===== config.mk =====
export PLATFORM = sky130hd
export DESIGN_NAME = sd_cmd_arbiter
export DESIGN_NICKNAME = d
export VERILOG_FILES = /design/src/rtl/sd_pkg.sv /design/src/rtl/sd_req_latch.sv /design/src/rtl/sd_cmd_arbiter.sv
export SDC_FILE = /design/constraint.sdc
export NUM_CORES = 1
export LEC_CHECK = 0
export ABC_AREA = 0
export CAP_MARGIN = 15
export CORE_ASPECT_RATIO = 0.75
export CORE_MARGIN = 3
export CORE_UTILIZATION = 45
export DETAILED_ROUTE_END_ITERATION = 10
export GPL_TIMING_DRIVEN = 0
export PLACE_DENSITY = 0.76
export SLEW_MARGIN = 20
export SYNTH_ARGS = -nofsm -noshare
export SYNTH_HDL_FRONTEND = slang
export SYNTH_SLANG_ARGS = --single-unit

===== constraint.sdc =====
create_clock -name i_clk -period 4.15 [get_ports i_clk]
set_input_delay 0.83 -clock i_clk [delete_from_list [all_inputs] [get_ports i_clk]]
set_output_delay 0.83 -clock i_clk [all_outputs]
set_load 0.005 [all_outputs]

===== src/rtl/sd_pkg.sv =====
// sd_pkg: command/response codes and arbiter state encoding shared by the SD controller.
package sd_pkg;
  typedef enum logic [2:0] {NO_CMD, CMD0, CMD8, CMD58, CMD17, CMD24, CMD55, CMD41} cmd_e;
  localparam logic [7:0] RSP_NO_RSP      = 8'h00;
  localparam logic [7:0] RSP_IDLE        = 8'h01;
  localparam logic [7:0] RSP_ERASE_RESET = 8'h02;
  localparam logic [7:0] RSP_TIMEOUT     = 8'hFE;
  typedef enum logic [2:0] {ST_IDLE, ST_ISSUE, ST_WAIT_ACCEPT, ST_WAIT_RESP, ST_TO_RESP} arb_state_e;
endpackage


===== src/rtl/sd_req_latch.sv =====
// sd_req_latch: one-deep command latch for a requester, with a sticky overrun flag.
module sd_req_latch (
  input  logic        i_clk,
  input  logic        i_rst,
  input  logic        i_send,
  input  logic        i_clear,
  input  logic [2:0]  i_cmd,
  input  logic [31:0] i_arg,
  output logic        o_pending,
  output logic [2:0]  o_cmd,
  output logic [31:0] o_arg,
  output logic        o_overrun
);
  logic        pending_q, overrun_q;
  logic [2:0]  cmd_q;
  logic [31:0] arg_q;
  logic        take;
  // a send coinciding with the issue-cycle clear refills the slot instead of overrunning
  assign take = i_send && (!pending_q || i_clear);
  always_ff @(posedge i_clk or posedge i_rst) begin
    if (i_rst) begin
      pending_q <= 1'b0;
      overrun_q <= 1'b0;
      cmd_q     <= '0;
      arg_q     <= '0;
    end else begin
      pending_q <= take || (pending_q && !i_clear);
      overrun_q <= overrun_q || (i_send && !take);
      if (take) begin
        cmd_q <= i_cmd;
        arg_q <= i_arg;
      end
    end
  end
  assign o_pending = pending_q;
  assign o_cmd     = cmd_q;
  assign o_arg     = arg_q;
  assign o_overrun = overrun_q;
endmodule


===== src/rtl/sd_cmd_arbiter.sv =====
// sd_cmd_arbiter: fixed-priority sharing of the SD cmd module and CS line between two requesters.
// Define SD_CMD_TIMEOUT_EN to bound each confirm wait by TIMEOUT_CYCLES.
module sd_cmd_arbiter import sd_pkg::*; #(
  parameter int N_REQ          = 2,
  parameter int TIMEOUT_CYCLES = 65535
) (
  input  logic        i_clk,
  input  logic        i_rst,
  input  logic        i_req0_send,
  input  logic [2:0]  i_req0_cmd,
  input  logic [31:0] i_req0_arg,
  input  logic        i_req0_cs,
  input  logic        i_req0_lock,
  output logic        o_req0_confirm,
  output logic [7:0]  o_req0_status,
  input  logic        i_req1_send,
  input  logic [2:0]  i_req1_cmd,
  input  logic [31:0] i_req1_arg,
  input  logic        i_req1_cs,
  input  logic        i_req1_lock,
  output logic        o_req1_confirm,
  output logic [7:0]  o_req1_status,
  output logic        o_send_cmd,
  output logic [2:0]  o_cmd_select,
  output logic [31:0] o_cmd_arg,
  input  logic        i_confirm_pin,
  input  logic [7:0]  i_response_status,
  output logic        o_sd_cs,
  output logic [1:0]  o_grant,
  output logic        o_busy,
  output logic [1:0]  o_overrun
);
  arb_state_e state_q, state_d;
  logic owner_q, owner_d, hold_q, hold_d;
  logic [N_REQ-1:0] grant_q, grant_d, send, lock, cs, pend, clr, elig;
  logic [N_REQ-1:0][2:0] lcmd;
  logic [N_REQ-1:0][31:0] larg;
  logic [N_REQ-1:0][7:0] status_q, status_d;
  logic [2:0] sel_q, sel_d;
  logic [31:0] arg_q, arg_d;
  logic waiting, tmo, fwd, rsp_done, rsp_to, eff_hold;
  logic [7:0] rsp_val;
  assign send = {i_req1_send, i_req0_send};
  assign lock = {i_req1_lock, i_req0_lock};
  assign cs   = {i_req1_cs, i_req0_cs};
  assign clr  = (state_q == ST_ISSUE) ? grant_q : '0;
  for (genvar g = 0; g < N_REQ; g++) begin : g_req
    sd_req_latch u_latch (
      .i_clk(i_clk), .i_rst(i_rst), .i_send(send[g]), .i_clear(clr[g]),
      .i_cmd(g == 0 ? i_req0_cmd : i_req1_cmd), .i_arg(g == 0 ? i_req0_arg : i_req1_arg),
      .o_pending(pend[g]), .o_cmd(lcmd[g]), .o_arg(larg[g]), .o_overrun(o_overrun[g])
    );
  end
  assign waiting = state_q == ST_WAIT_ACCEPT || state_q == ST_WAIT_RESP;
`ifdef SD_CMD_TIMEOUT_EN
  localparam int TW = $clog2(TIMEOUT_CYCLES + 1);
  logic [TW-1:0] tmr_q;
  assign tmo = waiting && !i_confirm_pin && tmr_q == TW'(TIMEOUT_CYCLES - 1);
  // reloads whenever a wait state is entered or a confirm arrives
  always_ff @(posedge i_clk or posedge i_rst) begin
    if (i_rst) tmr_q <= '0;
    else tmr_q <= (state_d != state_q || i_confirm_pin) ? '0 : tmr_q + 1'b1;
  end
`else
  assign tmo = 1'b0;
`endif
  assign fwd      = (waiting && (i_confirm_pin || tmo)) || state_q == ST_TO_RESP;
  assign rsp_done = (state_q == ST_WAIT_RESP && (i_confirm_pin || tmo)) || state_q == ST_TO_RESP;
  assign rsp_to   = !(state_q == ST_WAIT_RESP && i_confirm_pin);
  assign rsp_val  = rsp_to ? RSP_TIMEOUT : i_response_status;
  assign eff_hold = hold_q && lock[owner_q];
  assign elig     = eff_hold ? (pend & (owner_q ? 2'b10 : 2'b01)) : pend;
  always_comb begin
    state_d  = state_q;
    owner_d  = owner_q;
    grant_d  = grant_q;
    hold_d   = hold_q;
    sel_d    = sel_q;
    arg_d    = arg_q;
    status_d = status_q;
    case (state_q)
      ST_IDLE: begin
        hold_d = eff_hold;
        if (elig != '0) begin
          owner_d = !elig[0];
          grant_d = elig[0] ? 2'b01 : 2'b10;
          sel_d   = elig[0] ? lcmd[0] : lcmd[1];
          arg_d   = elig[0] ? larg[0] : larg[1];
          state_d = ST_ISSUE;
        end else if (!eff_hold) grant_d = '0;
      end
      ST_ISSUE: state_d = ST_WAIT_ACCEPT;
      ST_WAIT_ACCEPT: if (fwd) begin
        sel_d   = NO_CMD;
        state_d = i_confirm_pin ? ST_WAIT_RESP : ST_TO_RESP;
      end
      ST_WAIT_RESP, ST_TO_RESP: if (rsp_done) begin
        status_d[owner_q] = rsp_val;
        hold_d  = lock[owner_q] && !rsp_to;
        grant_d = (lock[owner_q] && !rsp_to) ? grant_q : '0;
        state_d = ST_IDLE;
      end
      default: state_d = ST_IDLE;
    endcase
  end
  always_ff @(posedge i_clk or posedge i_rst) begin
    if (i_rst) begin
      state_q  <= ST_IDLE;
      owner_q  <= 1'b0;
      grant_q  <= '0;
      hold_q   <= 1'b0;
      sel_q    <= '0;
      arg_q    <= '0;
      status_q <= '0;
    end else begin
      state_q  <= state_d;
      owner_q  <= owner_d;
      grant_q  <= grant_d;
      hold_q   <= hold_d;
      sel_q    <= sel_d;
      arg_q    <= arg_d;
      status_q <= status_d;
    end
  end
  assign o_send_cmd     = state_q == ST_ISSUE;
  assign o_cmd_select   = sel_q;
  assign o_cmd_arg      = arg_q;
  assign o_grant        = grant_q;
  assign o_busy         = state_q != ST_IDLE;
  assign o_sd_cs        = (grant_q == '0) ? 1'b1 : cs[owner_q];
  assign o_req0_confirm = fwd && !owner_q;
  assign o_req1_confirm = fwd && owner_q;
  assign o_req0_status  = (rsp_done && !owner_q) ? rsp_val : status_q[0];
  assign o_req1_status  = (rsp_done && owner_q) ? rsp_val : status_q[1];
endmodule


==> reports/metrics.csv, run 1 <==
stage,metric,value,unit
synthesis,synth_area_leader_cell,dfrtp_1,
place,portBuffers,146,
cts,max-clock-path-buffers,2,
place,gp_congestion,0.841,
timing,rsz0062_at_grt,no,
run,max-cap-violations,0,
timing,clock_skew,0.00862,ns
pwr,p_leak,3.80,nW
floorplan,core-area,0.0131,sq mm
pwr,clkPwrFrac,28.9,%
finish,final_common_cell,clkdlybuf4s50_1,
pwr,swShare,25.3,%
finish,syn_to_final_growth,38.7,%
floorplan,initial_core_util,46.5,%
finish,fillers,930,
min_path,hp-class,flip-flop to flip-flop,
finish,final_cell_area,0.00845,sq mm
drt,vias,3848,
drt,routed_wl,14100,um
timing,tns,0,ns
timing,post-route-min-period,3.93,ns
synthesis,synth_nets,482,
synthesis,syn-cell-area,0.00609,sq mm
global_route,grt_max_degree,35,
cts,cts.clk_slew.worst_paths,0.05,ns
timing,final.period_utilization,94.8,%
place,placed_area,0.00785,sq mm
setup_path,cp-start-kind,input port,
drt,drtIter0Drc,122,
setup_path,ff2ff_path_depth,6,
pwr,power_density,617,mW/mm^2
place,place_hpwl,9980,um
finish,mostFrequentLayoutCells,"clkdlybuf4s50_1, dfrtp_1, mux2_2, mux2_4, o22a_1",
cts,hold_buffers,0,
setup_path,cp.required,3.32,ns
floorplan,die_y,107,um
outcome,status,"complete, no violations",
global_route,grt_pass1_wl,22500,um
cts,clk_latency,0.41,ns
floorplan,chipWidth,140,um
setup_path,rrSetupSlack,2.18,ns
setup_path,regToRegStartpoint,owner_q$_DFFE_PP0P_,
synthesis,synth_area_leaders,"dfrtp_1, mux2_4, mux2_2, o22a_1, buf_12",
timing,setup_violations,0,
setup_path,worstPathArrival,3.10,ns
drt,routed_via_density,5.15,
pwr,combPwrFrac,31.4,%
global_route,grt_usage,19.3,%
cts,clock_sinks,132,
finish,drive_above_1_share,35.4,%
pwr,peakVddDrop,0.324,mV
floorplan,top_level_ports,147,
floorplan,rows,36,
cts,htreeDepth,4,
min_path,hp-start,g_req[0].u_latch.o_overrun$_DFF_PP0_,
setup_path,cp_max_fo,10,
timing,fmax,254,MHz
global_route,overflow,0,
drt,wire_per_inst,18.8,um
drt,antenna_left,0,
finish,n_antenna_cell,0,
pwr,pwr-share-seq,39.6,%
finish,final_util,64.5,%
global_route,antenna_found_initial,1,
cts,cts_setup_buffers,0,
setup_path,critPathKind,input port to primary output,
synthesis,seq_area_frac_synth,54.2,%
timing,slew_violations,0,
finish,layout.nets,651,
cts,cts-resized-gates,0,
pwr,p_switching,1.32,mW
drt,drt_pass1_iterations,4,
drt,route.detailed.drc,0,
cts,root_buffer,clkbuf_16,
setup_path,cp-end-kind,primary output,
pwr,p_int,3.90,mW
global_route,grt_pass1_vias,4155,
timing,fin_hold_ws,0.478,ns
synthesis,synth_top_area_share,54.2,%
setup_path,startpoint,i_confirm_pin,
setup_path,setup.worst_path.end,o_req1_status[4],
synthesis,ys_warn_count,0,
timing,hold_viol_final,0,
cts,cts_tree,yes,
cts,numCtsBuffers,17,
synthesis,synth_cells,395,
synthesis,ys_seq_elements,132,
synthesis,ys_types,44,
floorplan,dieArea,0.0150,sq mm
setup_path,r2r_end,o_cmd_arg[0]$_DFFE_PP0P_,
synthesis,synth.avg_cell_area,15.4,sq um
-- critical path, stage by stage --
cell	delay, ns
clkdlybuf4s50_1	0.54
and4b_1	0.34
a21oi_1	0.11
nor2b_1	0.18
clkbuf_2	0.22
buf_4	0.20
o22a_1	0.17
clkdlybuf4s50_1	0.51
-- flip-flops by register name (all words and copies together) (netlist names) --
signal,flops
o_grant,2
hold_q,1
status_q,16
o_cmd_select,3
g_req.u_latch.o_overrun,2
g_req.u_latch.o_arg,64
owner_q,1
state_q,3
g_req.u_latch.o_cmd,6
o_cmd_arg,32
g_req.u_latch.o_pending,2
-- power by group through the flow --
stage                     registers, mW  logic (mW)  clock network (mW)
final                              2.07        1.64                1.51
after global routing               2.13        1.76                1.60
after CTS                          2.07        1.66                1.53
after detailed placement           2.08        1.64                   0
after global placement             2.05        1.59                   0
after floorplan                    2.02       0.977                   0
-- synthesized netlist by cell type --
cell,number
dfrtp_1,132
mux2_2,74
mux2_4,60
o22a_1,28
nand2_1,10
mux2i_1,8
buf_2,7
buf_12,6
inv_1,6
nor2_1,6
buf_4,5
a21oi_1,4
nand3b_1,4
o21ai_0,4
buf_6,3
nor2b_1,3
o22ai_1,3
a21bo_4,2
clkbuf_1,2
mux2_1,2
nand2_8,2
o21bai_1,2
a21boi_0,1
a21o_1,1
a22o_1,1
a311oi_2,1
a31oi_1,1
and3_1,1
and4b_1,1
and4b_4,1
and4bb_2,1
clkbuf_2,1
conb_1,1
nand2_2,1
nand2_4,1
nand2b_1,1
nand3_1,1
nor3_1,1
nor3_2,1
nor3_4,1
nor3b_1,1
nor3b_4,1
o2bb2ai_1,1
or2_2,1
-- worst min path at each step --
| stage | to | slack (ns) | cells after the start |
|---|---|---|---|
| after floorplan | g_req[0].u_latch.o_overrun$_DFF_PP0_ | 0.44 | 1 |
| after global placement | g_req[0].u_latch.o_overrun$_DFF_PP0_ | 0.46 | 1 |
| after detailed placement | g_req[0].u_latch.o_overrun$_DFF_PP0_ | 0.47 | 1 |
| after CTS | g_req[0].u_latch.o_overrun$_DFF_PP0_ | 0.48 | 1 |
| after global routing | g_req[0].u_latch.o_overrun$_DFF_PP0_ | 0.51 | 1 |
| final | g_req[0].u_latch.o_overrun$_DFF_PP0_ | 0.48 | 1 |
-- area by class of cell --
| class | count | area, sq um | share of cell area [%] |
|---|---|---|---|
| inverter | 6 | 26.3 | 0.311 |
| buffer | 24 | 239 | 2.83 |
| clock buffer | 19 | 443 | 5.24 |
| multi-input combinational | 233 | 2530 | 29.9 |
| timing repair buffer | 150 | 1540 | 18.2 |
| sequential | 132 | 3300 | 39.1 |
| clock inverter | 12 | 158 | 1.86 |
| tap | 171 | 214 | 2.53 |
-- logic make-up (layout without fill, tap and decap cells) --
group                  Yosys count  count (layout)  synth area share (%)
other                            1               1                0.0615
buffers and inverters           30             211                  4.29
AND/OR/NAND/NOR                 39              39                  4.66
AO/OA/AOI/OAI                   49              49                  6.65
flip-flops                     132             132                  54.2
multiplexers                   144             144                  30.1
-- metal layers --
metal  part of all wire (%)  track usage (%)
met1                     47             26.3
met2                     46             30.0
met3                    5.2             5.57
met4                    1.2             6.22
met5                  0.092                0
-- through the flow --
| stage | worst slack (ns) | power, mW | std cells |
|---|---|---|---|
| floorplan | 1.56 | 2.99 | 395 |
| global route | 0.123 | 5.49 | 747 |
| CTS | 0.221 | 5.27 | 747 |
| detailed placement | 0.266 | 3.72 | 716 |
| finish | 0.216 | 5.21 | 747 |
| global placement | 0.322 | 3.64 | 712 |
Power figures use the tool's default switching activity.
==> run 2, diff against run 1 <==
Settings changed: ABC_AREA 0 to 1, SETUP_SLACK_MARGIN from default to 0.3, SKIP_CTS_REPAIR_TIMING from default to 1.
==> run 2 against run 1 <==
Compared with the run above: clock skew shrank 0.00093 ns; flip-flop and latch count is the same; synthesized cell count grew 87%; critical path depth is the same; design area grew 2.7%; non-clock buffer count grew 18; sequential share of layout area shrank 1.0 points; fmax grew 7.6%; via count grew 44%; largest cell class unchanged; highest routed layer is now met4.
==> reports/metrics.csv, run 2 <==
stage,metric,value,unit,change
global_route,overflow,0,,unchanged
setup_path,cp-start-kind,input port,,
floorplan,die_y,109,um,+1.6%
timing,setup_violations,0,,unchanged
synthesis,synth_cells,740,,+87%
synthesis,synth_nets,827,,+72%
cts,root_buffer,clkbuf_16,,
setup_path,cp.required,3.32,ns,about the same
cts,htreeDepth,4,,unchanged
drt,wire_per_inst,15.7,um,-17%
synthesis,synth_top_area_share,52.4,%,-1.8 points
floorplan,rows,36,,unchanged
global_route,grt_max_degree,34,,-2.9%
cts,clock_sinks,132,,unchanged
synthesis,ys_types,29,,-34%
timing,worst_pin_slew,0.693,ns,
finish,layout.nets,994,,+53%
synthesis,seq_area_frac_synth,52.4,%,-1.8 points
setup_path,critPathKind,input port to primary output,,
cts,clk_latency,0.41,ns,about the same
place,dp_slack,0.419,ns,+0.153 ns
global_route,antenna_found_initial,0,,-1
setup_path,cp-end-kind,primary output,,
timing,worst_slack,0.494,ns,+0.278 ns
synthesis,async_flop_share,100,%,unchanged
drt,routed_via_density,5.07,,-1.6%
place,portBuffers,144,,-1.4%
synthesis,ys_seq_elements,132,,unchanged
pwr,peakVddDrop,0.306,mV,-5.8%
drt,routed_wl,17100,um,+22%
drt,drtIter0Drc,376,,+210%
cts,cts_tree,yes,,
cts,numCtsBuffers,17,,unchanged
floorplan,chipWidth,143,um,+1.7%
synthesis,syn-cell-area,0.00631,sq mm,+3.5%
timing,post-route-min-period,3.66,ns,-0.278 ns
drt,antenna_left,0,,unchanged
floorplan,core-area,0.0133,sq mm,+1.7%
synthesis,synthTopCellsByCount,"nand2_1, dfrtp_1, nand3_1",,
floorplan,top_level_ports,147,,unchanged
place,gp_congestion,0.812,,-3.5%
synthesis,ys_warn_count,0,,unchanged
timing,slew_headroom,53.8,%,
finish,fillers,1116,,+20%
timing,clock_skew,0.00769,ns,-0.000929 ns
run,max-cap-violations,0,,unchanged
timing,final.period_utilization,88.1,%,-6.7 points
timing,slew_violations,0,,unchanged
timing,tns,0,ns,unchanged
pwr,p_leak,4.29,nW,+13%
pwr,power,5.91,mW,+13%
timing,fmax,274,MHz,+7.6%
finish,final_common_cell,nand2_1,,
finish,n_antenna_cell,0,,unchanged
finish,drive_above_1_share,17.1,%,-18 points
synthesis,synth_edf_count,0,,unchanged
drt,vias,5529,,+44%
setup_path,cp_max_fo,9,,-1
finish,seq_area,0.00330,sq mm,unchanged
finish,largest_reg_flops,64,,unchanged
finish,multi_input_area,0.00245,sq mm,-3.1%
drt,drt_pass1_iterations,5,,+1
synthesis,synth_area_leader_cell,dfrtp_1,,
timing,hold_viol_final,0,,unchanged
timing,rsz0062_at_grt,no,,
synthesis,yosysMostFrequentCell,nand2_1,,
outcome,status,"complete, no violations",,
cts,max-clock-path-buffers,2,,unchanged
floorplan,dieArea,0.0155,sq mm,+3.3%
cts,cts.clk_slew.worst_paths,0.06,ns,about the same
global_route,grt_usage,23.0,%,+3.7 points
min_path,hp-class,flip-flop to flip-flop,,
global_route,grt_pass1_vias,5514,,+33%
global_route,grt_pass1_wl,27700,um,+23%
finish,mostFrequentLayoutCells,"nand2_1, clkdlybuf4s50_1, dfrtp_1, nand3_1, inv_1",,
place,place_hpwl,12400,um,+24%
drt,route.detailed.drc,0,,unchanged
finish,syn_to_final_growth,37.6,%,
floorplan,initial_core_util,47.3,%,+0.82 points
synthesis,synth_area_leaders,"dfrtp_1, nand2_1, nand3_1, o21ai_2, nand2_2",,
synthesis,synth.avg_cell_area,8.53,sq um,-45%
synthesis,ys.flop_type,dfrtp_1,,
pwr,power_density,681,mW/mm^2,+10%
setup_path,worstPathArrival,2.83,ns,-0.27 ns
run 2: final cells by class:
type	count	share of cell area, %
buffer	44	4.32
clock buffer	19	5.10
clock inverter	13	2.09
inverter	49	2.19
multi-input combinational	515	28.3
sequential	132	38.1
tap	171	2.46
timing repair buffer	148	17.5
run 2: layer usage:
layer / up-vias / track usage, % / routed length (um)
li1: 2679 / - / -
met1: 2653 / 34.1 / 8370
met2: 187 / 34.2 / 7560
met3: 10 / 6.06 / 1100
met4: 0 / 4.75 / 121
met5: - / 0 / 0
run 2: kinds of logic after synthesis:
group	after synthesis	synth area share [%]
AO/OA/AOI/OAI	48	5.87
buffers and inverters	93	8.91
flip-flops	132	52.4
other	1	0.0594
AND/OR/NAND/NOR	466	32.8
run 2: path summary, 6_finish.rpt:
check / from / to / slack, ns / cells after the start
worst max-delay path: i_confirm_pin / o_req1_status[3] / 0.49 / 8
worst min-delay path: g_req[1].u_latch.o_arg[25]$_DFFE_PP0P_ / g_req[1].u_latch.o_arg[25]$_DFFE_PP0P_ / 0.47 / 2
worst max register to register: owner_q$_DFFE_PP0P_ / o_cmd_arg[9]$_DFFE_PP0P_ / 2.48 / 8
worst min register to register: g_req[1].u_latch.o_arg[25]$_DFFE_PP0P_ / g_req[1].u_latch.o_arg[25]$_DFFE_PP0P_ / 0.47 / 2
max in group asynchronous: i_rst / g_req[0].u_latch.o_arg[17]$_DFFE_PP0P_ / 2.79 / 4
min in group asynchronous: i_rst / status_q[0]$_DFFE_PP0P_ / 0.69 / 2
run 2: stage by stage:
stage	utilization [%]	cells	area, sq um	hold slack (ns)
floorplan	-	740	6310	0.433
global placement	59.8	1055	7970	0.447
detailed placement	60.4	1059	8050	0.455
CTS	65.0	1091	8670	0.473
global route	65.1	1091	8680	0.486
finish	65.1	1091	8680	0.468
run 2: where the power goes:
part	switching, mW	internal, mW	leakage (nW)	total (mW)
clock	0.567	1.02	0.303	1.59
sequential	0.273	1.79	1.68	2.07
combinational	1.16	1.09	2.30	2.26
run 2: worst max-delay path, cell delays in order:
cell             delay (ns)
clkdlybuf4s50_1        0.59
nand4_4                0.19
nand2_1                0.19
nand2_2                0.17
inv_2                  0.17
nand2_1                0.10
nand2_1                0.07
clkdlybuf4s50_1        0.50
==> run 3, diff against run 2 <==
Settings changed: GPL_TIMING_DRIVEN 0 to default.
==> run 3 against run 2 <==
Compared with the run above: clock-buffer cell count shrank 2; setup slack lost 0.0059 ns; worst hold slack gained 0.0011 ns; non-clock buffer count shrank 38; clock skew grew 0.0018 ns; register-to-register slack lost 0.94 ns; fmax shrank 0.16%; global-route usage shrank 1.9 points; power shrank 4.4%; highest routed layer is now met5; final cell count shrank 3.6%; first-iteration DRC count shrank 38%.
==> reports/metrics.csv, run 3 (same netlist as run 2, synthesis figures left out) <==
stage,metric,value,unit,change
finish,mostFrequentLayoutCells,"nand2_1, clkdlybuf4s50_1, dfrtp_1, nand3_1, inv_1",,
floorplan,initial_core_util,47.3,%,unchanged
place,portBuffers,146,,+1.4%
floorplan,die_y,109,um,unchanged
setup_path,critPathKind,input port to primary output,,
finish,drive_above_1_share,15.0,%,-2.1 points
timing,slew_headroom,43.9,%,-9.9 points
drt,routed-wl-met3,915,um,-17%
cts,max-clock-path-buffers,2,,unchanged
drt,drt_pass1_iterations,5,,unchanged
global_route,overflow,0,,unchanged
finish,n_antenna_cell,0,,unchanged
place,gp_congestion,0.814,,+0.22%
setup_path,cp-start-kind,input port,,
setup_path,cp-end-kind,primary output,,
cts,cts_tree,yes,,
timing,setup_violations,0,,unchanged
setup_path,crit_path_cell_trace,clkdlybuf4s50_1 > nand4_2 > nand2_1 > nand2_2 > inv_2 > nand2_1 > nand2_1 > clkdlybuf4s50_1,,
cts,root_buffer,clkbuf_16,,
setup_path,crit_family,buffers and inverters,,
global_route,grt_pass1_wl,25700,um,-7.1%
min_path,hp-class,flip-flop to flip-flop,,
global_route,grt_max_degree,133,,+290%
cts,clock_sinks,132,,unchanged
floorplan,chipWidth,143,um,unchanged
drt,drtIter0Drc,233,,-38%
global_route,grt_usage,21.1,%,-1.9 points
drt,top_layer_used,met5,,
run,max-cap-violations,0,,unchanged
drt,antenna_left,0,,unchanged
floorplan,top_level_ports,147,,unchanged
drt,vias,5251,,-5.0%
timing,clock_skew,0.00946,ns,+0.00177 ns
timing,post-route-min-period,3.66,ns,+0.00587 ns
timing,slew_violations,0,,unchanged
timing,worst_pin_slew,0.838,ns,+0.145 ns
pwr,power_density,682,mW/mm^2,+0.20%
setup_path,cp_max_fo,9,,unchanged
floorplan,core-area,0.0133,sq mm,unchanged
cts,cts.clk_slew.worst_paths,0.05,ns,about the same
cts,clk_latency,0.41,ns,about the same
setup_path,cp_slowest_cell,clkdlybuf4s50_1,,
finish,layout.nets,956,,-3.8%
drt,wirelength_met1,7650,um,-8.5%
timing,fmax,273,MHz,-0.16%
drt,dr_wl_met2,7080,um,-6.3%
setup_path,cp.required,3.32,ns,about the same
setup_path,max_stage_delay,0.56,ns,-0.03 ns
drt,route.detailed.drc,0,,unchanged
floorplan,rows,36,,unchanged
cts,htreeDepth,4,,unchanged
pwr,peakVddDrop,0.329,mV,+7.7%
finish,final_common_cell,nand2_1,,
drt,routed_via_density,4.99,,-1.5%
finish,final_util,62.1,%,-3.0 points
cts,numCtsBuffers,17,,unchanged
outcome,status,"complete, no violations",,
drt,wire_per_inst,15.1,um,-4.1%
finish,largest_reg_flops,64,,unchanged
setup_path,worstPathArrival,2.83,ns,about the same
timing,rsz0062_at_grt,no,,
drt,routed_wl,15900,um,-7.5%
finish,syn_to_final_growth,31.3,%,
pwr,p_leak,4.09,nW,-4.5%
timing,tns,0,ns,unchanged
setup_path,worst-path-buf-inv,3,,unchanged
setup_path,path_common_cell,nand2_1,,
timing,hold_viol_final,0,,unchanged
global_route,antenna_found_initial,1,,+1
place,place_hpwl,10300,um,-17%
global_route,grt_pass1_vias,5067,,-8.1%
timing,final.period_utilization,88.2,%,+0.14 points
floorplan,dieArea,0.0155,sq mm,unchanged
## run 3: cell count changes in the layout (fill, tap and decap cells not counted), sizes merged
cell and delta:
buf -35, clkbuf -5, clkinv +1, bufinv -1, inv +1
## run 3: layout make-up
cell class / instances / area [sq um]
timing repair buffer: 154 / 1520
sequential: 132 / 3300
clock buffer: 17 / 425
clock inverter: 14 / 180
multi-input combinational: 515 / 2450
inverter: 49 / 190
fill: 1157 / 5050
tap: 171 / 214
## run 3: worst min-delay path, stage by stage, from the launching register on
cell and delay, ns:
dfrtp_1 0.34, nand2_1 0.05, nand2_1 0.04
## run 3: power by group
group | internal [mW] | switching, mW | leakage (nW)
Sequential | 1.79 | 0.287 | 1.68
Combinational | 0.972 | 1.08 | 2.12
Clock | 0.948 | 0.569 | 0.290
## run 3: path summary, 6_finish.rpt
check | from | end | slack (ns) | cells after the start
setup / recovery | i_confirm_pin | o_req1_status[7] | 0.49 | 8
hold / removal | g_req[0].u_latch.o_arg[0]$_DFFE_PP0P_ | g_req[0].u_latch.o_arg[0]$_DFFE_PP0P_ | 0.47 | 2
setup reg to reg | state_q[2]$_DFFE_PP0P_ | g_req[1].u_latch.o_arg[15]$_DFFE_PP0P_ | 1.54 | 8
hold reg to reg | g_req[0].u_latch.o_arg[0]$_DFFE_PP0P_ | g_req[0].u_latch.o_arg[0]$_DFFE_PP0P_ | 0.47 | 2
max in group asynchronous | i_rst | g_req[0].u_latch.o_arg[14]$_DFFE_PP0P_ | 2.65 | 3
min in group asynchronous | i_rst | state_q[0]$_DFFE_PP0P_ | 0.96 | 3
## run 3: through the flow
stage | hold WS [ns] | instance area (sq um) | setup slack [ns] | cells | power (mW)
after floorplan | 0.433 | 6310 | 1.68 | 740 | 3.37
after global placement | 0.447 | 7680 | 0.531 | 1021 | 4.11
after detailed placement | 0.458 | 7680 | 0.489 | 1021 | 4.15
after CTS | 0.473 | 8280 | 0.487 | 1052 | 5.71
after global routing | 0.487 | 8280 | 0.313 | 1052 | 6.06
final | 0.469 | 8280 | 0.488 | 1052 | 5.65
## run 3: layer usage
metal / GRT usage, % / vias to the layer above
li1: - / 2595
met1: 30.7 / 2478
met2: 31.5 / 157
met3: 5.39 / 19
met4: 5.83 / 2
met5: 0 / -
